[config.mk]
export PLATFORM = sky130hd
export DESIGN_NAME = abh_flat
export DESIGN_NICKNAME = d
export VERILOG_FILES = /design/src/rtl/abh_if.sv /design/src/rtl/abh.sv /design/src/flat_wrapper.sv
export SDC_FILE = /design/constraint.sdc
export NUM_CORES = 1
export LEC_CHECK = 0
export CAP_MARGIN = 30
export CORE_AREA = 4 4 100 102
export DETAILED_ROUTE_END_ITERATION = 7
export DIE_AREA = 0 0 104 106
export DONT_BUFFER_PORTS = 1
export HOLD_SLACK_MARGIN = 0.15
export SLEW_MARGIN = 20
export SYNTH_ARGS = -nofsm -noshare
export SYNTH_HDL_FRONTEND = slang
export SYNTH_SLANG_ARGS = --single-unit
[constraint.sdc]
create_clock -name clk -period 3 [get_ports clk]
set_input_delay 0.45 -clock clk [delete_from_list [all_inputs] [get_ports clk]]
set_output_delay 0.45 -clock clk [all_outputs]
set_load 0.02 [all_outputs]
[src/rtl/abh_if.sv]
// ============================================================================
// Module      : abh_if
// Description : Bundle between the sequencer/low-byte stage and the
//               address-bus-high stage of the 65C02 core.
// Revision    : 1.0 - initial release
// ============================================================================
`default_nettype none

interface abh_if;
  logic       CI;      // carry from the low-byte stage
  logic       pcl_co;  // carry out of the PCL increment
  logic [7:0] DB;      // data bus
  logic [3:0] op;      // high-byte operation
  logic       ld_ahh;  // load AHH from DB
  logic       ld_pc;   // load PCH from ABH + pcl_co
  logic [7:0] ADH;     // combinational high address byte
  logic [7:0] ABH;     // registered ADH
  logic [7:0] PCH;     // program counter high
  logic [7:0] AHH;     // address hold high
  logic       fix;     // page-fix cycle in progress

  // Sequencer side: drives controls, observes results
  modport master (
    output CI, pcl_co, DB, op, ld_ahh, ld_pc,
    input  ADH, ABH, PCH, AHH, fix
  );

  // Address-high stage side
  modport slave (
    input  CI, pcl_co, DB, op, ld_ahh, ld_pc,
    output ADH, ABH, PCH, AHH, fix
  );
endinterface

`default_nettype wire

[src/rtl/abh.sv]
// ============================================================================
// Module      : abh
// Description : Address-bus-high stage. Forms ADH from PCH/ABH/DB/AHH plus
//               the low-byte carry, holds PCH and AHH, and inserts a single
//               page-fix cycle for deferred index/branch operations whose
//               high byte must change.
// Revision    : 1.0 - initial release
// ============================================================================
`default_nettype none

module abh (
  input  logic   clk,
  input  logic   rst_n,
  abh_if.slave   bus
);

  typedef enum logic [0:0] {
    ST_IDLE = 1'b0,
    ST_FIX  = 1'b1
  } state_t;

  localparam logic [3:0] C_OP_PC    = 4'b0000;
  localparam logic [3:0] C_OP_ABH   = 4'b0001;
  localparam logic [3:0] C_OP_DB    = 4'b0010;
  localparam logic [3:0] C_OP_AHH   = 4'b0011;
  localparam logic [3:0] C_OP_DIDX  = 4'b0100;
  localparam logic [3:0] C_OP_DBRA  = 4'b0101;
  localparam logic [3:0] C_OP_ZP    = 4'b0110;
  localparam logic [3:0] C_OP_STK   = 4'b0111;
  localparam logic [3:0] C_OP_VEC   = 4'b1000;

  state_t     r_state;
  logic       r_fix;
  logic [7:0] r_abh;
  logic [7:0] r_pch;
  logic [7:0] r_ahh;
  logic [7:0] r_tgt;

  logic [7:0] w_adh;
  logic [7:0] w_tgt;
  logic       w_defer;
  logic [7:0] w_ci8;

  assign w_ci8 = {7'b0, bus.CI};

  // High-byte selection; in FIX the latched target overrides op and CI
  always_comb begin
    w_adh   = r_abh;
    w_tgt   = r_abh;
    w_defer = 1'b0;
    if (r_state == ST_FIX) begin
      w_adh = r_tgt;
    end else begin
      case (bus.op)
        C_OP_PC:   w_adh = r_pch + w_ci8;
        C_OP_ABH:  w_adh = r_abh + w_ci8;
        C_OP_DB:   w_adh = bus.DB + w_ci8;
        C_OP_AHH:  w_adh = r_ahh + w_ci8;
        C_OP_DIDX: begin
          w_adh   = r_ahh;
          w_tgt   = r_ahh + w_ci8;
          w_defer = 1'b1;
        end
        C_OP_DBRA: begin
          // Sign-extend the branch offset's sign bit so a backward branch
          // without carry borrows from the high byte
          w_adh   = r_abh;
          w_tgt   = r_abh + {8{bus.DB[7]}} + w_ci8;
          w_defer = 1'b1;
        end
        C_OP_ZP:   w_adh = 8'h00;
        C_OP_STK:  w_adh = 8'h01;
        C_OP_VEC:  w_adh = 8'hFF;
        default:   w_adh = r_abh;
      endcase
    end
  end

  // State machine and all high-byte registers
  always_ff @(posedge clk or negedge rst_n) begin
    if (!rst_n) begin
      r_state <= ST_IDLE;
      r_fix   <= 1'b0;
      r_abh   <= 8'h00;
      r_pch   <= 8'h00;
      r_ahh   <= 8'h00;
      r_tgt   <= 8'h00;
    end else begin
      r_abh <= w_adh;
      if (bus.ld_ahh) begin
        r_ahh <= bus.DB;
      end
      // Uses the pre-edge ABH, i.e. the byte currently on the bus
      if (bus.ld_pc) begin
        r_pch <= r_abh + {7'b0, bus.pcl_co};
      end
      case (r_state)
        ST_IDLE: begin
          if (w_defer && (w_tgt != w_adh)) begin
            r_tgt   <= w_tgt;
            r_state <= ST_FIX;
            r_fix   <= 1'b1;
          end else begin
            r_fix   <= 1'b0;
          end
        end
        default: begin
          r_state <= ST_IDLE;
          r_fix   <= 1'b0;
        end
      endcase
    end
  end

  assign bus.ADH = w_adh;
  assign bus.ABH = r_abh;
  assign bus.PCH = r_pch;
  assign bus.AHH = r_ahh;
  assign bus.fix = r_fix;

endmodule

`default_nettype wire

[src/flat_wrapper.sv]
// flat-port wrapper written by rule: the top's interface ports become plain ports
module abh_flat 
  (clk, rst_n, bus_CI, bus_pcl_co, bus_DB, bus_op, bus_ld_ahh, bus_ld_pc, bus_ADH, bus_ABH, bus_PCH, bus_AHH, bus_fix);
  abh_if bus_i ();
  input  logic clk;
  input  logic rst_n;
  input wire logic [$bits(bus_i.CI)-1:0] bus_CI;
  input wire logic [$bits(bus_i.pcl_co)-1:0] bus_pcl_co;
  input wire logic [$bits(bus_i.DB)-1:0] bus_DB;
  input wire logic [$bits(bus_i.op)-1:0] bus_op;
  input wire logic [$bits(bus_i.ld_ahh)-1:0] bus_ld_ahh;
  input wire logic [$bits(bus_i.ld_pc)-1:0] bus_ld_pc;
  output wire logic [$bits(bus_i.ADH)-1:0] bus_ADH;
  output wire logic [$bits(bus_i.ABH)-1:0] bus_ABH;
  output wire logic [$bits(bus_i.PCH)-1:0] bus_PCH;
  output wire logic [$bits(bus_i.AHH)-1:0] bus_AHH;
  output wire logic [$bits(bus_i.fix)-1:0] bus_fix;
  assign bus_i.CI = bus_CI;
  assign bus_i.pcl_co = bus_pcl_co;
  assign bus_i.DB = bus_DB;
  assign bus_i.op = bus_op;
  assign bus_i.ld_ahh = bus_ld_ahh;
  assign bus_i.ld_pc = bus_ld_pc;
  assign bus_ADH = bus_i.ADH;
  assign bus_ABH = bus_i.ABH;
  assign bus_PCH = bus_i.PCH;
  assign bus_AHH = bus_i.AHH;
  assign bus_fix = bus_i.fix;
  abh u_core (.clk(clk), .rst_n(rst_n), .bus(bus_i));
endmodule
==> metrics.yaml <==
run_status:
  status: "finished, violations left"
  violations: "setup timing"
pwr:
  power.switching_mw: 0.868
  ir_drop_mv: 0.208
  power.density_mw_per_mm2: 512
  leakage_nw: 1.66
  pwr-share-seq: 0.301
  power.share.clock: 0.171
  power.internal_mw: 1.20
  comb_power_share: 0.528
  swShare: 0.420
routing:
  drt_iter0_drc: 165
  wl_um: 10700
  first_pass_iters: 5
  post_drt_wl_per_cell_um: 19.8
  vias_per_cell: 5.66
  postRouteAntennaNets: 0
  vias: 3062
  drc: 0
yosys:
  ys_seq_area_frac: 0.267
  synth_area_sq_mm: 0.00310
  syn_avg_cell_area_sq_um: 8.73
  ys_top_cells_by_area: "dfrtp_1 (27%), ha_1 (4.8%), xnor2_1 (4.8%)"
  async_flop_share: 1.00
  synth_ff_type: "dfrtp_1"
  yosys_warnings: 0
  ys_types: 71
  yosysTopAreaCell: "dfrtp_1"
  synth_top_area_share: 0.267
  synth-edff-count: 0
  syn_nets: 387
  syn-instance-count: 355
  ys_ff_latch: 33
timing:
  fin_worst_hold_slack_ps: 229
  period_minus_slack_ps: 3200
  fmax_mhz: 313
  tightest_slew_ps: 493
  drv_slew: 0
  setup_ws_ps: -199
  hold_violations: 0
  setup_violations: 9
  finalClockSkew_ps: 9.84
  finalCritPeriodShare: 1.07
  rsz0062_at_grt: "yes"
  max_slew_margin: 0.671
place:
  hpwlAfterDp_um: 8340
  post-place-ws_ps: -456
  placed_cells: 525
  gp_congestion: 0.897
  io_buffers: 0
  post_dp_cell_area_sq_mm: 0.00375
clock_network:
  cts_tree: "yes"
  cts_sinks: 33
  h-tree-depth: 2
  root_buffer: "clkbuf_8"
  path_clk_slew_ps: 80
  clkLatencyLatePin_ps: 300
  clk_path_buf_depth: 2
  cts_made_buffers: 5
final_layout:
  diodes: 0
  drive_gt1_frac: 0.335
  multi_input_area_sq_mm: 0.00227
  fin_area_sq_mm: 0.00403
  final_cells: 541
  layout.area.seq_sq_um: 827
  area_delta_synth_final_pct: 30.1
  nFillCells: 891
  num-nets-final: 461
  fin_util: 0.442
hold_path:
  holdCritPathClass: "input pin to flop"
  hold_path_startpoint: "bus_ld_pc"
  min_to: "u_core.bus.PCH[7]"
  hold_depth: 1
floorplanning:
  die_area_sq_mm: 0.0110
  start_util: 0.340
  die_height_um: 106
  chipWidth_um: 104
  row_count: 35
  core_area_sq_mm: 0.00911
  ioPinCount: 51
setup_path:
  crit_path_start_kind: "flop"
  startpoint: "u_core.bus.ABH[0]"
  cp_max_fo: 7
  regToRegSetupSlack_ps: -200
  end_kind: "flop"
  r2r_end: "u_core.r_tgt[2]"
  rr_worst_depth: 11
  crit_type: "flop to flop"
  r2r_start: "u_core.bus.ABH[0]"
  arrival_ps: 3380
  worstPathRequired_ps: 3180
job:
  drv_cap: 0
grt:
  grt_pass1_vias: 3097
  grt_max_degree: 49
  overflow: 0
  grt_pass1_wl_um: 17200
  grt_antenna_before_repair: 0
  grt_use_total: 0.196
[kinds of logic (layout without fill, tap and decap cells)]
logic type / count (synthesis) / count (layout) / synth area share
AOI/OAI and AO/OA: 106 / 106 / 0.252
DFF: 33 / 33 / 0.267
adders and majority gates: 14 / 14 / 0.0614
buffers and inverters: 30 / 105 / 0.0473
xor gates and xnor gates: 28 / 28 / 0.0792
and+or+nand+nor: 124 / 124 / 0.220
muxes: 20 / 20 / 0.0735
[per-layer routing]
layer | vias to the layer above | part of all wire | track usage
met5 | - | 0 | 0
met4 | 0 | 0.029 | 0.0788
met3 | 21 | 0.053 | 0.0395
met2 | 95 | 0.47 | 0.312
met1 | 1470 | 0.45 | 0.259
li1 | 1476 | - | -
[layout make-up]
type | count | area share
multi-input combinational | 292 | 0.563
tap | 111 | 0.0345
sequential | 33 | 0.205
inverter | 13 | 0.0121
clock inverter | 3 | 0.00435
timing repair buffer | 84 | 0.164
clock buffer | 5 | 0.0171
[layout by cell type (no fill, tap or decap), types with 4 or more instances in the layout]
| cell | n |
|---|---|
| buf_4 | 78 |
| nor2_1 | 33 |
| dfrtp_1 | 32 |
| o21ai_0 | 19 |
| nand2_1 | 17 |
| xnor2_1 | 17 |
| a21oi_1 | 17 |
| inv_1 | 13 |
| xor2_1 | 11 |
| nand3_1 | 10 |
| mux2_2 | 10 |
| ha_1 | 10 |
| nor2b_1 | 9 |
| nand2b_1 | 8 |
| nor3_1 | 8 |
| a31oi_1 | 6 |
| mux2i_1 | 6 |
| o22ai_1 | 6 |
| nand3b_1 | 5 |
| o221ai_1 | 5 |
| clkbuf_8 | 5 |
| nand4b_1 | 4 |
| a211oi_1 | 4 |
| nor3_2 | 4 |
| a2bb2oi_1 | 4 |
| buf_6 | 4 |
[what timing repair did]
| action | in CTS | in global routing |
|---|---|---|
| buffers inserted | 8 | 2 |
| endpoints found under the hold margin | 33 | 0 |
| pin swaps | 7 | 7 |
| hold buffers | 2 | 0 |
| endpoints found under the setup margin | 13 | 14 |
| gates resized for setup | 14 | 14 |
[state kept, by name, summed over array words and instances, names as in the netlist]
name and cells:
u_core.bus.ABH 8, u_core.bus.AHH 8, u_core.r_tgt 8, u_core.r_state 1, u_core.bus.PCH 8
[worst max-delay path by stage]
stage                 endpoint  slack [ps]  cells after the start
2_1_floorplan  u_core.r_tgt[1]        -500                     18
3_3_place_gp   u_core.r_tgt[2]        -360                     15
3_5_place_dp   u_core.r_tgt[1]        -460                     15
4_1_cts        u_core.r_tgt[2]        -230                     15
5_1_grt        u_core.r_tgt[2]        -400                     15
6_report       u_core.r_tgt[2]        -200                     11
[power by group through the flow]
stage               Clock (mW)  Combinational (mW)  Sequential (mW)
global placement             0               0.997            0.627
global route             0.381                1.18            0.635
floorplan                    0               0.585            0.680
detailed placement           0                1.01            0.628
CTS                      0.362                1.07            0.620
finish                   0.353                1.09            0.621
[worst max-delay path: stages, from the launching register on]
cell and delay, ps:
dfrtp_2 460, fa_2 410, buf_4 150, a211oi_1 290, o21bai_1 190, mux2i_1 150
o221a_2 250, a21oi_1 170, xor2_1 270, nor4_4 90, a31oi_4 340, mux2_4 330
[synth_stat cells, types with 3 or more instances]
master and n:
nor2_1 35, dfrtp_1 33, nand2_1 17, a21oi_1 18
nand3_1 10, nor2b_1 9, mux2_2 10, o21ai_0 19
nand2b_1 9, ha_1 12, a31oi_1 6, nand4b_1 4
o21a_1 3, or3_1 4, inv_1 13, buf_4 4
o221ai_1 6, buf_2 9, nor3_1 10, nand3b_1 5
mux2_4 3, xnor2_1 17, xor2_1 11, o22ai_1 7
o32ai_1 3, a211oi_1 7, nor3b_1 3, mux2i_1 7
a2bb2oi_1 4
[stage by stage]
step                power, mW  setup TNS (ps)
detailed placement       1.64           -3840
global placement         1.62           -2900
floorplan                1.26           -3420
CTS                      2.05           -1940
finish                   2.06           -1380
global route             2.20           -3730
Power figures use the tool's default switching activity.
